--- config.mk ---
export PLATFORM = sky130hd
export DESIGN_NAME = crc_engine
export DESIGN_NICKNAME = d
export VERILOG_FILES = /design/src/rtl/crc_pkg.sv /design/src/rtl/crc_lfsr_step.sv /design/src/rtl/crc_engine.sv
export SDC_FILE = /design/constraint.sdc
export NUM_CORES = 1
export LEC_CHECK = 0
export ABC_AREA = 0
export CAP_MARGIN = 20
export CORE_UTILIZATION = 45
export CTS_CLUSTER_DIAMETER = 60
export DETAILED_ROUTE_END_ITERATION = 10
export PLACE_DENSITY_LB_ADDON = 0.08
export SLEW_MARGIN = 20
export SYNTH_ARGS = -nofsm -noshare
export SYNTH_HDL_FRONTEND = slang
export SYNTH_HIERARCHICAL = 1
export SYNTH_SLANG_ARGS = --single-unit
export TNS_END_PERCENT = 5
--- constraint.sdc ---
create_clock -name crcinclk -period 1.8 [get_ports crcinclk]
set_input_delay 0.36 -clock crcinclk [delete_from_list [all_inputs] [get_ports crcinclk]]
set_output_delay 0.36 -clock crcinclk [all_outputs]
set_load 0.1 [all_outputs]
--- src/rtl/crc_pkg.sv ---
// Shared constants and state encoding for the serial CRC engine.
// Provides the CRC16 (Select/access) and CRC5 (Query) parameter sets.
package crc_pkg;

    localparam logic [15:0] CRC16_POLY       = 16'h1021;
    localparam logic [15:0] CRC16_INIT       = 16'hFFFF;
    localparam logic [15:0] CRC16_RESIDUE    = 16'h1D0F;
    localparam logic        CRC16_INVERT_OUT = 1'b1;

    localparam logic [4:0]  CRC5_POLY        = 5'h09;
    localparam logic [4:0]  CRC5_INIT        = 5'h09;
    localparam logic [4:0]  CRC5_RESIDUE     = 5'h00;
    localparam logic        CRC5_INVERT_OUT  = 1'b0;

    typedef enum logic {
        ST_ACC   = 1'b0,
        ST_SHIFT = 1'b1
    } crc_state_e;

endpackage

--- src/rtl/crc_lfsr_step.sv ---
// One-bit serial CRC update (MSB-first), purely combinational.
// Shared with the TX-side CRC generator.
module crc_lfsr_step
    import crc_pkg::*;
#(
    parameter int unsigned      WIDTH = 16,
    parameter logic [WIDTH-1:0] POLY  = CRC16_POLY
) (
    input  logic [WIDTH-1:0] crc_i,
    input  logic             bit_i,
    output logic [WIDTH-1:0] crc_next_o
);

    logic fb;

    always_comb begin
        fb         = bit_i ^ crc_i[WIDTH-1];
        crc_next_o = {crc_i[WIDTH-2:0], 1'b0} ^ (fb ? POLY : '0);
    end

endmodule

--- src/rtl/crc_engine.sv ---
// Serial CRC engine: accumulates received bits, checks the residue and
// serialises the (optionally complemented) CRC MSB-first for replies.
module crc_engine
    import crc_pkg::*;
#(
    parameter int unsigned      WIDTH      = 16,
    parameter logic [WIDTH-1:0] POLY       = CRC16_POLY,
    parameter logic [WIDTH-1:0] INIT       = CRC16_INIT,
    parameter logic [WIDTH-1:0] RESIDUE    = CRC16_RESIDUE,
    parameter logic             INVERT_OUT = CRC16_INVERT_OUT
) (
    input  logic             crcinclk,
    input  logic             reset,
    input  logic             start,
    input  logic             bitin_valid,
    input  logic             crcbitin,
    input  logic             check,
    input  logic             gen,
    output logic [WIDTH-1:0] crc,
    output logic             crc_valid,
    output logic             crc_ok,
    output logic             bitout,
    output logic             bitout_valid,
    output logic             busy,
    output logic             done
);

    localparam int unsigned   CW      = (WIDTH > 1) ? $clog2(WIDTH) : 1;
    localparam logic [CW-1:0] CNT_TOP = CW'(WIDTH - 1);

    crc_state_e       state_q, state_d;
    logic [WIDTH-1:0] crc_q, crc_d;
    logic [WIDTH-1:0] crc_next;
    logic [CW-1:0]    cnt_q, cnt_d;
    logic             crc_ok_q, crc_ok_d;
    logic             crc_valid_q, crc_valid_d;

    crc_lfsr_step #(
        .WIDTH (WIDTH),
        .POLY  (POLY)
    ) u_step (
        .crc_i      (crc_q),
        .bit_i      (crcbitin),
        .crc_next_o (crc_next)
    );

    always_comb begin
        state_d     = state_q;
        crc_d       = crc_q;
        cnt_d       = cnt_q;
        crc_ok_d    = crc_ok_q;
        crc_valid_d = 1'b0;
        unique case (state_q)
            ST_ACC: begin
                if (start) begin
                    crc_d    = INIT;
                    crc_ok_d = 1'b0;
                end else if (gen) begin
                    state_d = ST_SHIFT;
                    cnt_d   = CNT_TOP;
                end else begin
                    if (bitin_valid) begin
                        crc_d = crc_next;
                    end
                    // crc_d already holds the post-update value when a bit arrives with check
                    if (check) begin
                        crc_ok_d    = (crc_d == RESIDUE);
                        crc_valid_d = 1'b1;
                    end
                end
            end
            ST_SHIFT: begin
                if (start) begin
                    state_d  = ST_ACC;
                    crc_d    = INIT;
                    crc_ok_d = 1'b0;
                end else if (cnt_q == '0) begin
                    state_d = ST_ACC;
                end else begin
                    cnt_d = cnt_q - 1'b1;
                end
            end
            default: state_d = ST_ACC;
        endcase
    end

    always_ff @(posedge crcinclk or posedge reset) begin
        if (reset) begin
            state_q     <= ST_ACC;
            crc_q       <= INIT;
            cnt_q       <= '0;
            crc_ok_q    <= 1'b0;
            crc_valid_q <= 1'b0;
        end else begin
            state_q     <= state_d;
            crc_q       <= crc_d;
            cnt_q       <= cnt_d;
            crc_ok_q    <= crc_ok_d;
            crc_valid_q <= crc_valid_d;
        end
    end

    // Serial outputs decode straight from the SHIFT state so the first bit
    // appears the cycle after gen and done coincides with the last bit.
    always_comb begin
        busy         = (state_q == ST_SHIFT);
        bitout_valid = busy;
        bitout       = busy & (crc_q[cnt_q] ^ INVERT_OUT);
        done         = busy && (cnt_q == '0);
    end

    assign crc       = crc_q;
    assign crc_ok    = crc_ok_q;
    assign crc_valid = crc_valid_q;

endmodule

**Word level (Yosys, flattened, before mapping)**

Index checks and enable logic that the tools add are counted.

- Flip-flop bits (word level): 23
- Output and inout bits: 22
- Word-level logic and storage cells: 55

- Add/subtract/negate cells: 1
- $lt $le $gt $ge: 1
- Eq/ne operators: 8
- Mux-type cells: 30
- Bitwise logic cells: 5
- Reduce and logical (&&, ||, !) cells: 5

Operators with widths:

| kind | count |
|---|---|
| $mux W16 | 7 |
| $pmux W16 S2 | 1 |
| $eq A16 B13 Y1 const B | 1 |
| $mux W4 | 4 |
| $xor A16 B16 Y16 | 1 |
| $mux W1 | 13 |
| $mux W13 | 1 |
| $ne A2 B2 Y1 const B | 5 |
| $pmux W4 S2 | 1 |
| $ne A3 B3 Y1 const B | 2 |
| $lt A4 B5 Y1 const B | 1 |
| $bmux W1 S4 | 1 |
| $logic_not A4 Y1 | 1 |
| $pmux W1 S2 | 2 |
| $reduce_and A4 Y1 | 1 |
| $sub A4 B1 Y4 const B | 1 |
| $reduce_and A3 Y1 | 1 |
| $not A1 Y1 | 2 |
| $reduce_and A2 Y1 | 1 |
| $and A1 B1 Y1 | 1 |
| $logic_and A1 B1 Y1 | 1 |
| $xor A1 B1 Y1 | 1 |

**Depth between registers and ports, before layout**

- Word-level depth: 12
- Depth in mapped cells: 7
- Gate-level depth less buffers: 6

**By module**

Netlist, hierarchy kept.

By module, submodules not included:

| module | times used | cells an instance | area an instance (µm²) |
|---|---|---|---|
| crc_engine | 1 | 96 | 1177.4 |
| crc_lfsr_step | 1 | 17 | 161.4 |

**Worst setup path before layout**

No wires, ideal clock.

- Path type: register -> output
- Start point: reg crc_q[5] (netlist: crc[5])
- End point: out bitout
- Arrival: 2.887 ns
- Required time: 1.440 ns
- Path slack: -1.447 ns
- Cell stages (with the launch flop): 4
- Path buffers: 0
- Cell sequence: dfstp_2 -> mux4_1 -> mux4_2 -> nor2b_1

- Longest elaborated chain between the ends: 4

RTL lines:

| element | RTL line | text |
|---|---|---|
| start, declared | crc_engine.sv:32 | `logic [WIDTH-1:0] crc_q, crc_d;` |
| start signal, assigned | crc_engine.sv:96 | `crc_q <= crc_d;` |
| $bmux W1 S4 | crc_engine.sv:108 | `bitout = busy & (crc_q[cnt_q] ^ INVERT_OUT);` |
| $mux W1 (not written as such) | crc_engine.sv:108 |  |
| $not A1 Y1 (no source line) | n/a |  |
| $and A1 B1 Y1 | crc_engine.sv:108 |  |
| end, declared | crc_engine.sv:22 | `output logic bitout,` |

Every way passes these cells. The select of a mux whose other input is x is not followed.

**Worst setup path in the final report**

- Start point: reg crc_q[15] (netlist: crc[15])
- End point: out bitout

The elaborated chain is that of the path after synthesis.

==> flow_metrics.py <==
metrics = {
    "finish": {
        "layout_common_cells": "buf_4, buf_12, o22a_1",
        "stdcell_area_um2": 1987,
        "layout_commonest_cell": "buf_4",
        "diodes": 0,
        "drive_gt1_frac": 0.5298,
        "area_delta_synth_final_pct": 48.41,
        "nets": 161,
        "layoutNonFillerInstCount": 182,
        "fill_cells": 220,
    },
    "placement": {
        "routabilityCongestion": 0.8537,
        "pre_cts_slack_ns": -0.3387,
        "dp_cells": 178,
        "place.port_buffers": 28,
        "dpl_cell_area_um2": 1944,
        "hpwl_mm": 2.230,
    },
    "route": {
        "routed_wl_mm": 3.022,
        "vias_per_cell": 5.643,
        "via_count": 1027,
        "dr.pass1.iters": 4,
        "drc_errors": 0,
        "wl_per_cell_um": 16.60,
        "drt_iter0_drc": 11,
        "ant_nets": 0,
    },
    "power": {
        "power_density_nw_per_um2": 532.0,
        "p_leak_nw": 0.8256,
        "finalPower_mw": 1.057,
        "irDropWorstVdd_uv": 427.0,
    },
    "clock_network": {
        "cts.sinks": 23,
        "cts_tree": "built",
        "cts.path.max_buffers": 2,
        "cts_buffers": 3,
        "insertion_delay_ns": 0.33,
        "cts.clk_slew.worst_paths_ns": 0.14,
        "cts_max_level": 1,
        "root_buffer": "clkbuf_4",
    },
    "timing": {
        "skew_ns": 0.007911,
        "period_share": 1.379,
        "layout_setup_ws_ns": -0.6814,
        "hold_viol_final": 0,
        "period_minus_slack_ns": 2.481,
        "slew_violations": 0,
        "worst_pin_slew_ns": 0.5351,
        "maxSlewHeadroom": 0.6433,
        "setup_viol": 3,
        "max_freq_ghz": 0.4030,
        "timing.hold.ws_ns": 0.3558,
        "rsz0062_at_grt": "yes",
    },
    "logic_synthesis": {
        "netlist-cell-type-count": 33,
        "ys_async_sr_fraction": 1.000,
        "postSynthCellCount": 113,
        "synth.avg_cell_area_um2": 11.85,
        "yosys_warnings": 6,
        "synth_ff_type": "dfstp_2",
        "synth_edf_count": 0,
        "yosys_register_bits": 23,
        "syn_nets": 122,
        "synth_area_um2": 1339,
        "ys_seq_area_frac": 0.4449,
    },
    "job": {
        "cap_viol_max_count": 0,
    },
    "global_route": {
        "grt_pass1_wl_mm": 5.057,
        "grt_pass1_vias": 1056,
        "track_usage": 0.2087,
        "grt_max_degree": 24,
        "overflow": 0,
        "antenna_found_initial": 0,
    },
    "run_status": {
        "violations": "negative setup slack",
        "status": "complete, but fails checks",
    },
    "die": {
        "die_h_um": 56.55,
        "io_pins": 29,
        "fp-row-count": 19,
        "start_util": 0.4813,
        "core_area_um2": 2781,
        "dieArea_um2": 3197,
        "dieWidth_um": 56.55,
    },
    "critical_path": {
        "cp_num_buf_inv": 1,
        "path_cells": "mux4_2, mux4_2, nor2b_4, buf_12",
        "slowest_delay_ns": 0.51,
        "worstPathArrival_ns": 2.12,
        "start_kind": "flip-flop",
        "crit_slowest_cell": "mux4_2",
        "cpLargestDelayFamily": "multiplexers",
        "worstPathRequired_ns": 1.44,
        "crit_fanout": 2,
        "end_kind": "output pin",
        "crit_top_cell": "mux4_2",
        "critical_path_class": "flip-flop to output pin",
    },
    "worst_hold_path": {
        "min_path_type": "primary input to asynchronous set/reset pin",
    },
}
## final cells by class
cell class                      instances  area (um^2)  share of cell area
Sequential cell                        23        611.8              0.3079
Timing Repair Buffer                   54        703.2              0.3539
Inverter                                3        11.26            0.005667
Tap cell                               31        38.79             0.01952
Multi-Input combinational cell         67        594.3              0.2991
Clock inverter                          1        5.005            0.002519
Clock buffer                            3        22.52             0.01133
## synth_stat cells (all sizes together) (2+ instances only)
master	count	area, um^2
nand4	2	12.51
nor4	2	12.51
a21oi	4	20.02
dfrtp	7	175.2
inv	3	11.26
nor2b	4	25.02
nor2	7	26.28
nor3	3	20.02
clkbuf	3	11.26
a22oi	2	15.01
and3	4	26.28
o22a	16	140.1
buf	17	128.9
nand2	3	11.26
mux4	5	123.9
ha	2	25.02
o21ai	2	10.01
xor3	2	47.55
dfstp	16	420.4
## sequential cells by signal (all words and copies together), names as in the netlist
register / cells
crc: 16
cnt_q: 4
bitout_valid: 1
crc_ok: 1
crc_valid: 1
## kinds of logic (layout without fill, tap and decap cells)
group | Yosys count | after routing | share of synthesized area
AO/OA/AOI/OAI | 27 | 27 | 0.1561
XOR/XNOR | 3 | 3 | 0.04206
adder cells (fa/ha/maj) | 2 | 2 | 0.01869
buffers and inverters | 23 | 61 | 0.1131
flip-flops | 23 | 23 | 0.4449
multiplexers | 5 | 5 | 0.09252
AND/OR/NAND/NOR | 30 | 30 | 0.1327
## layer usage
metal / global-route usage / wire [um]
met1: 0.2824 / 1265
met2: 0.3311 / 1515
met3: 0.02995 / 153
met4: 0.09756 / 87
met5: 0 / 0
## worst register-to-register path, stage by stage (launching register included)
cell and delay [ns]:
dfstp_2 0.56, buf_4 0.14, xor3_1 0.44, nor4_2 0.16
a22oi_1 0.13, a21oi_1 0.18, a32o_1 0.18
## repair_timing
item | CTS | global route
pin swaps | 2 | 0
gates resized for setup | 5 | 0
endpoints found under the setup margin | 3 | 3
setup buffers | 0 | 0
endpoints found under the hold margin | 0 | 0
hold buffers | 0 | 0
## where the power goes
part	total, mW	internal [mW]	leakage, nW	switching [mW]
Clock	0.257	0.0834	0.0177	0.173
Sequential	0.555	0.537	0.244	0.0174
Combinational	0.246	0.107	0.563	0.138
Total	1.06	0.728	0.826	0.329
## worst paths after layout
kind / depth (start not counted) / slack (ns) / end / startpoint
worst max register to register: 6 / -0.04 / crc_ok / crc[4]
worst max-delay path: 4 / -0.68 / bitout / crc[15]
min in group crcinclk: 3 / 0.61 / crc_valid / check
worst min register to register: 3 / 0.67 / cnt_q[3] / bitout_valid
worst min-delay path: 3 / 0.36 / cnt_q[2] / reset
max in group asynchronous: 3 / 1.16 / crc[14] / reset
## metrics by stage
stage	util	TNS, ns
floorplan	-	-4.428
global placement	0.6991	-1.687
detailed placement	0.6991	-1.796
CTS	0.7144	-0.9049
global route	0.7144	-1.081
finish	0.7144	-0.8648
(Power assumes the default switching activity.)
